## src/rtl/hazard_pkg.sv

```systemverilog
// rtl/hazard_pkg.sv - shared types and constants for the hazard/forwarding unit
package hazard_pkg;

  // Default architectural register index width
  localparam int REG_AW_DEF = 5;

  // Storage width of a tracked destination index; must cover any REG_AW used
  localparam int REG_W_MAX = 16;

  // Select value meaning "take the operand from the register file"
  localparam int SEL_REGFILE = 0;

  // One in-flight producer record
  typedef struct packed {
    logic                 valid;
    logic [REG_W_MAX-1:0] wr_reg;
    logic                 is_load;
  } stage_rec_t;

  // Select width needed to encode register file (0) plus stages 1..num_stages
  function automatic int sel_width(input int num_stages);
    return $clog2(num_stages + 1);
  endfunction

endpackage

```

## src/rtl/hazard_src_match.sv

```systemverilog
// rtl/hazard_src_match.sv - one source operand vs. all in-flight records, youngest match wins
module hazard_src_match
  import hazard_pkg::*;
#(
  parameter int NUM_STAGES       = 2,
  parameter int REG_AW           = REG_AW_DEF,
  parameter int LOAD_READY_STAGE = 2,
  parameter int SEL_W            = sel_width(NUM_STAGES)
) (
  input  logic [REG_AW-1:0] i_src_reg,
  input  logic              i_src_used,
  input  stage_rec_t        i_recs [1:NUM_STAGES],
  output logic [SEL_W-1:0]  o_sel,
  output logic              o_not_ready
);

  logic [REG_W_MAX-1:0] w_src_ext;
  logic                 w_src_live;

  assign w_src_ext  = REG_W_MAX'(i_src_reg);
  assign w_src_live = i_src_used & (i_src_reg != '0);

  // Scan oldest to youngest so the youngest matching stage overrides older ones
  always_comb begin
    o_sel       = SEL_W'(SEL_REGFILE);
    o_not_ready = 1'b0;
    for (int k = NUM_STAGES; k >= 1; k--) begin
      if (w_src_live && i_recs[k].valid && (i_recs[k].wr_reg == w_src_ext)) begin
        o_sel       = SEL_W'(k);
        o_not_ready = i_recs[k].is_load && (k < LOAD_READY_STAGE);
      end
    end
  end

endmodule

```

## src/rtl/hazard_forward_unit.sv

```systemverilog
// rtl/hazard_forward_unit.sv - ID-stage forwarding selects and load-use / HI-LO stall; HAZARD_STATS_EN adds stall/forward counters
module hazard_forward_unit
  import hazard_pkg::*;
#(
  parameter int NUM_SRC          = 4,
  parameter int NUM_STAGES       = 2,
  parameter int REG_AW           = REG_AW_DEF,
  parameter int LOAD_READY_STAGE = 2,
  parameter int MULDIV_LAT       = 4
) (
  input  logic                                     clk,
  input  logic                                     rst,
  input  logic                                     adv,
  input  logic                                     flush,
  input  logic                                     id_valid,
  input  logic                                     id_wr_en,
  input  logic [REG_AW-1:0]                        id_wr_reg,
  input  logic                                     id_is_load,
  input  logic                                     id_is_muldiv,
  input  logic                                     id_uses_hilo,
  input  logic [NUM_SRC*REG_AW-1:0]                id_src_reg,
  input  logic [NUM_SRC-1:0]                       id_src_used,
  output logic [NUM_SRC*sel_width(NUM_STAGES)-1:0] fwd_sel,
  output logic                                     stall,
  output logic                                     muldiv_busy
`ifdef HAZARD_STATS_EN
  ,
  output logic [31:0]                              stat_stall_cnt,
  output logic [31:0]                              stat_fwd_cnt
`endif
);

  localparam int SEL_W = sel_width(NUM_STAGES);
  localparam int CNT_W = $clog2(MULDIV_LAT + 1);

  stage_rec_t         r_stage [1:NUM_STAGES];
  logic [CNT_W-1:0]   r_md_cnt;

  logic [NUM_SRC-1:0] w_not_ready;
  logic               w_load_use;
  logic               w_hilo_hazard;
  logic               w_accept;
  logic               w_md_issue;
  stage_rec_t         w_new_rec;

  // One matcher per source operand
  generate
    for (genvar g = 0; g < NUM_SRC; g++) begin : g_src
      hazard_src_match #(
        .NUM_STAGES       (NUM_STAGES),
        .REG_AW           (REG_AW),
        .LOAD_READY_STAGE (LOAD_READY_STAGE),
        .SEL_W            (SEL_W)
      ) u_match (
        .i_src_reg   (id_src_reg[g*REG_AW +: REG_AW]),
        .i_src_used  (id_src_used[g]),
        .i_recs      (r_stage),
        .o_sel       (fwd_sel[g*SEL_W +: SEL_W]),
        .o_not_ready (w_not_ready[g])
      );
    end
  endgenerate

  assign w_load_use    = |w_not_ready;
  assign w_hilo_hazard = muldiv_busy & (id_is_muldiv | id_uses_hilo);
  assign stall         = id_valid & ~flush & (w_load_use | w_hilo_hazard);
  assign w_accept      = id_valid & id_wr_en & ~stall & ~flush;
  assign w_md_issue    = adv & id_valid & id_is_muldiv & ~stall & ~flush;
  assign muldiv_busy   = (r_md_cnt != '0);

  // Build the stage-1 record; writes to r0 or rejected issues become bubbles
  always_comb begin
    w_new_rec = '0;
    if (w_accept && (id_wr_reg != '0)) begin
      w_new_rec.valid   = 1'b1;
      w_new_rec.wr_reg  = REG_W_MAX'(id_wr_reg);
      w_new_rec.is_load = id_is_load;
    end
  end

  // Record shift pipeline: advance on adv, hold on freeze
  always_ff @(posedge clk) begin
    if (rst) begin
      for (int k = 1; k <= NUM_STAGES; k++) r_stage[k] <= '0;
    end else if (adv) begin
      r_stage[1] <= w_new_rec;
      for (int k = 2; k <= NUM_STAGES; k++) r_stage[k] <= r_stage[k-1];
    end
  end

  // Mul/div busy counter: reloaded on issue, otherwise drains every cycle even when frozen
  always_ff @(posedge clk) begin
    if (rst) begin
      r_md_cnt <= '0;
    end else if (w_md_issue) begin
      r_md_cnt <= CNT_W'(MULDIV_LAT);
    end else if (r_md_cnt != '0) begin
      r_md_cnt <= r_md_cnt - CNT_W'(1);
    end
  end

`ifdef HAZARD_STATS_EN
  logic [31:0] r_stat_stall;
  logic [31:0] r_stat_fwd;
  logic        w_any_fwd;

  assign w_any_fwd      = |fwd_sel;
  assign stat_stall_cnt = r_stat_stall;
  assign stat_fwd_cnt   = r_stat_fwd;

  // Saturating event counters for stalled and forwarded advancing cycles
  always_ff @(posedge clk) begin
    if (rst) begin
      r_stat_stall <= '0;
      r_stat_fwd   <= '0;
    end else begin
      if (adv && stall && (r_stat_stall != '1)) r_stat_stall <= r_stat_stall + 32'd1;
      if (adv && id_valid && !stall && w_any_fwd && (r_stat_fwd != '1)) r_stat_fwd <= r_stat_fwd + 32'd1;
    end
  end
`else
  // Statistics counters are not built in this configuration
`endif

endmodule

```

## config.mk

```make
export PLATFORM = sky130hd
export DESIGN_NAME = hazard_forward_unit
export DESIGN_NICKNAME = d
export VERILOG_FILES = /design/src/rtl/hazard_pkg.sv /design/src/rtl/hazard_src_match.sv /design/src/rtl/hazard_forward_unit.sv
export SDC_FILE = /design/constraint.sdc
export NUM_CORES = 1
export LEC_CHECK = 0
export CAP_MARGIN = 20
export CORE_UTILIZATION = 55
export DETAILED_ROUTE_END_ITERATION = 7
export DONT_BUFFER_PORTS = 1
export PLACE_DENSITY_LB_ADDON = 0.2
export REMOVE_ABC_BUFFERS = 1
export SLEW_MARGIN = 25
export SYNTH_ARGS = -nofsm -noshare
export SYNTH_HDL_FRONTEND = slang
export SYNTH_SLANG_ARGS = --single-unit
export TNS_END_PERCENT = 1
```

## constraint.sdc

```tcl
create_clock -name clk -period 4.4 [get_ports clk]
set_input_delay 0.88 -clock clk [delete_from_list [all_inputs] [get_ports clk]]
set_output_delay 0.88 -clock clk [all_outputs]
set_load 0.005 [all_outputs]
```

Word-level counts from Yosys, hierarchy flattened
Index checks and enable logic that the tools add are counted.

cells by class
  mux-type cells = 15
  equal/unequal tests = 8
  add/sub/neg operators = 1
  reductions and logical operators = 26
  bitwise gates (word level) = 18

operator list
  operator               count
  $eq A16 B5 Y1          8
  $reduce_bool A5 Y1     5
  $mux W18               1
  $logic_and A1 B1 Y1    17
  $mux W2                8
  $and A1 B1 Y1          14
  $mux W3                2
  $mux W1                4
  $reduce_or A4 Y1       1
  $reduce_bool A3 Y1     1
  $sub A3 B1 Y3 const B  1
  $not A1 Y1             2
  $or A1 B1 Y1           2
  $reduce_bool A2 Y1     1
  $reduce_or A2 Y1       1

word-level totals
  register bits = 38
  input bits = 38

Logic depth before layout (Yosys ltp)
  depth in word-level cells = 13
  mapped depth = 9

Cells and area by module
Synthesis repeated with hierarchy kept, for this count alone.

second synthesis, totals
  cell total of the unflattened synthesis = 177
  area total of the unflattened synthesis = 1,604.0 sq um

modules (own cells, without submodules)
  module               instances  seq. area each (sq um)  cells an instance  area each (sq um)
  hazard_src_match     4          0.0                     27                 215.2
  hazard_forward_unit  1          340.3                   69                 743.2

Worst setup path after synthesis
Ideal clock, no wire load.

  kind = in2out
  from = in id_src_reg[4]
  to = out stall
  cell stages on the path = 5
  path buffers = 0
  data required time = 3.520 ns
  arrival = 2.270 ns
  path slack = 1.250 ns
  path through = or4_1 o21ai_1 nor4_1 o41ai_1 a21oi_1

on the way
  longest elaborated chain between the ends = 8
  elaborated cells between the ends (all ways) = 9
  classes of those cells = eq/ne (1); mux (1); bitwise (3); reduce/logical (4)

ends and longest elaborated chain
  item                     RTL line                   text
  from (decl)              hazard_forward_unit.sv:21  input logic [NUM_SRC*REG_AW-1:0] id_src_reg,
  $reduce_bool A5 Y1       hazard_src_match.sv:21     assign w_src_live = i_src_used & (i_src_reg != '0);
  $and A1 B1 Y1            hazard_src_match.sv:21
  $logic_and A1 B1 Y1      hazard_src_match.sv:28     if (w_src_live && i_recs[k].valid && (i_recs[k].wr_reg == w_src_ext)) begin
  $logic_and A1 B1 Y1 (*)  hazard_src_match.sv:28
  $mux W1 (*)              hazard_src_match.sv:28
  $reduce_or A4 Y1 (*)     hazard_forward_unit.sv:64  assign w_load_use = |w_not_ready;
  $or A1 B1 Y1 (*)         hazard_forward_unit.sv:66  assign stall = id_valid & ~flush & (w_load_use | w_hilo_hazard);
  $and A1 B1 Y1 (*)        hazard_forward_unit.sv:66
  to (decl)                hazard_forward_unit.sv:24  output logic stall,

Mark *: on every way between the ends. The rest lies on a longest branch, timed or not.

Worst setup path after layout
  from = in id_src_reg[5]
  to = out stall

The elaborated chain is that of the path after synthesis.

==> out/qor.yml <==
synth_area_leaders: "dfxtp_1 (24%), xor2_1 (14%), xnor2_1 (13%)"
syn_avg_cell_area_um2: 8.26
cts_setup_buffers: 0
grt_pass1_wl_um: 4900
stdcell_count: 178
setup_violations: 0
synth.most_common_cell: "xor2_1"
p_per_area_nw_per_um2: 274
worstMarginPinSlew_ns: 0.859
grt_busiest_layer: "met2"
synthArstFlopShare: 0
worstPathCellList: "or4_1 > o21ai_1 > nor4_1 > o41ai_1 > a21oi_1"
status: "complete, no violations"
seq_area_frac_synth: 0.242
antenna_found_initial: 0
grt_pass1_vias: 1123
clkTransAtPathRegs_ns: 0.10
period_minus_slack_ns: 3.41
crit_path_top_delay_cell: "o41ai_1"
antenna_left: 0
nets: 192
synth_seq_cells: 16
rsz0062_at_grt: "no"
crit_type: "primary input to primary output"
start_util: 0.592
via_per_inst: 6.18
gp_congestion: 0.827
antennaDiodeCount: 0
grt_use_total: 0.254
drive_gt1_frac: 0.0667
crit_path_end_kind: "primary output"
slowest_delay_ns: 0.61
cts_tree: "done"
synth_edf_count: 0
met3_usage: 0.0595
setup_tns_ns: 0
finClkSkew_ns: 0.00428
max_freq_mhz: 293
portBuffers: 0
netlist_top_cells_count: "xor2_1 (21), xnor2_1 (20), dfxtp_1 (16), inv_1 (11), nand3_1 (11)"
wire_per_inst_um: 17.3
htreeDepth: 1
coreArea_um2: 2230
multi_input_comb_area_um2: 897
clock_latency_ns: 0.29
use_met2: 0.436
ctsResizeCount: 0
clock-root-buffer: "clkbuf_4"
die_y_um: 51.0
cap_viol_max_count: 0
drtIter0Drc: 10
ys_warn_count: 0
wl_um: 3080
yosysUniqueCellTypes: 31
worst_hold_slack_ns: 0.529
syn_to_final_growth_pct: 1.23
syn_inst: 160
hold_violations: 0
row_count: 17
cts_hold_buf: 0
finalMaxSlewViolations: 0
die_area_um2: 2600
grt_max_degree: 22
finalCritPeriodShare: 0.775
gr-usage-met1: 0.296
yosysTopAreaCellShare: 0.242
dr.pass1.iters: 4
synth_top_area_cell: "dfxtp_1"
power.leakage_nw: 0.484
startpoint_type: "primary input"
relSlewSlack: 0.420
pin_count: 48
hold_path_class: "flip-flop to flip-flop"
fill_cells: 200
overflow: 0
die_x_um: 51.0
arrival_ns: 2.53
peakVddDrop_v: 0.000273
synth_area_um2: 1320
cts_buffers: 3
crit_fanout: 4
worstPathRequired_ns: 3.52
clk_path_buf_depth: 2
vias: 1100
synthFlopType: "dfxtp_1"
drc_errors: 0
placedCellCount: 174
power_uw: 366
cts_sinks: 16
regArea_um2: 320
-- final cells by class --
type | instances | share of cell area
Sequential cell | 16 | 0.239
Timing Repair Buffer | 1 | 0.00561
Tap cell | 28 | 0.0262
Multi-Input combinational cell | 118 | 0.671
Inverter | 11 | 0.0309
Clock buffer | 4 | 0.0271
-- path summary, 6_finish.rpt --
path                                    start     endpoint  slack [ns]  cells after the start
worst max-delay path            id_src_reg[5]        stall        0.99                      5
worst min-delay path              r_stage[35]  r_stage[17]        0.53                      2
worst max register to register    r_md_cnt[0]  r_stage[18]        2.11                      8
worst min register to register    r_stage[35]  r_stage[17]        0.53                      2
-- logic make-up after synthesis --
group / after synthesis / synth area share
and+or+nand+nor: 47 / 0.199
xor gates and xnor gates: 41 / 0.272
buffers and inverters: 26 / 0.0786
AOI/OAI and AO/OA: 20 / 0.127
DFF: 16 / 0.242
muxes: 7 / 0.0530
adders and majority gates: 3 / 0.0284
-- sequential cells by signal (all words and copies together), names as in the netlist --
register  cells
r_md_cnt      3
r_stage      13
-- per-layer routing --
| layer | wire (um) | share of wire |
|---|---|---|
| met2 | 1500 | 0.49 |
| met1 | 1310 | 0.43 |
| met4 | 17 | 0.0055 |
| met5 | 0 | 0 |
| met3 | 247 | 0.080 |
-- layout by cell type (no fill, tap or decap) --
master | netlist | routed
xor2_1 | 21 | 21
xnor2_1 | 20 | 20
dfxtp_1 | 16 | 16
inv_1 | 11 | 11
nand3_1 | 11 | 11
nor2_1 | 9 | 9
nor4_1 | 7 | 7
mux2i_1 | 7 | 7
or4_1 | 5 | 5
o32ai_1 | 5 | 5
nand4_1 | 4 | 4
nor3_1 | 4 | 4
o21ai_1 | 3 | 3
ha_1 | 3 | 3
clkbuf_4 | 0 | 3
nand2b_1 | 2 | 2
a21oi_1 | 2 | 2
a211oi_1 | 2 | 2
nand2_1 | 2 | 2
o22ai_2 | 2 | 2
o21ai_2 | 1 | 1
nor4_2 | 1 | 1
o21ai_0 | 1 | 1
o41ai_1 | 1 | 1
o21bai_1 | 1 | 1
o41a_4 | 1 | 1
nor4b_1 | 1 | 1
o21a_1 | 1 | 1
or3_1 | 1 | 1
clkbuf_8 | 0 | 1
buf_4 | 0 | 1
-- through the flow --
step,cell area [um^2],utilization,worst slack [ns]
floorplan,1260,-,1.25
global placement,1300,0.583,1.05
global route,1340,0.599,0.897
finish,1340,0.599,0.989
detailed placement,1300,0.583,1.00
CTS,1340,0.599,1.00
-- power by group --
| group | leakage (nW) | switching, mW | internal (mW) | total (mW) |
|---|---|---|---|---|
| combinational | 0.333 | 0.0504 | 0.0515 | 0.102 |
| sequential | 0.130 | 0.00935 | 0.156 | 0.165 |
| clock | 0.0210 | 0.0490 | 0.0504 | 0.0994 |
| total | 0.484 | 0.109 | 0.258 | 0.366 |
-- critical path: cells and delay by family --
kind / cells / cell delay (ns)
AO/OA/AOI/OAI: 3 / 0.98
AND/OR/NAND/NOR: 2 / 0.66
Note: power is estimated with default switching activity, not from simulation.
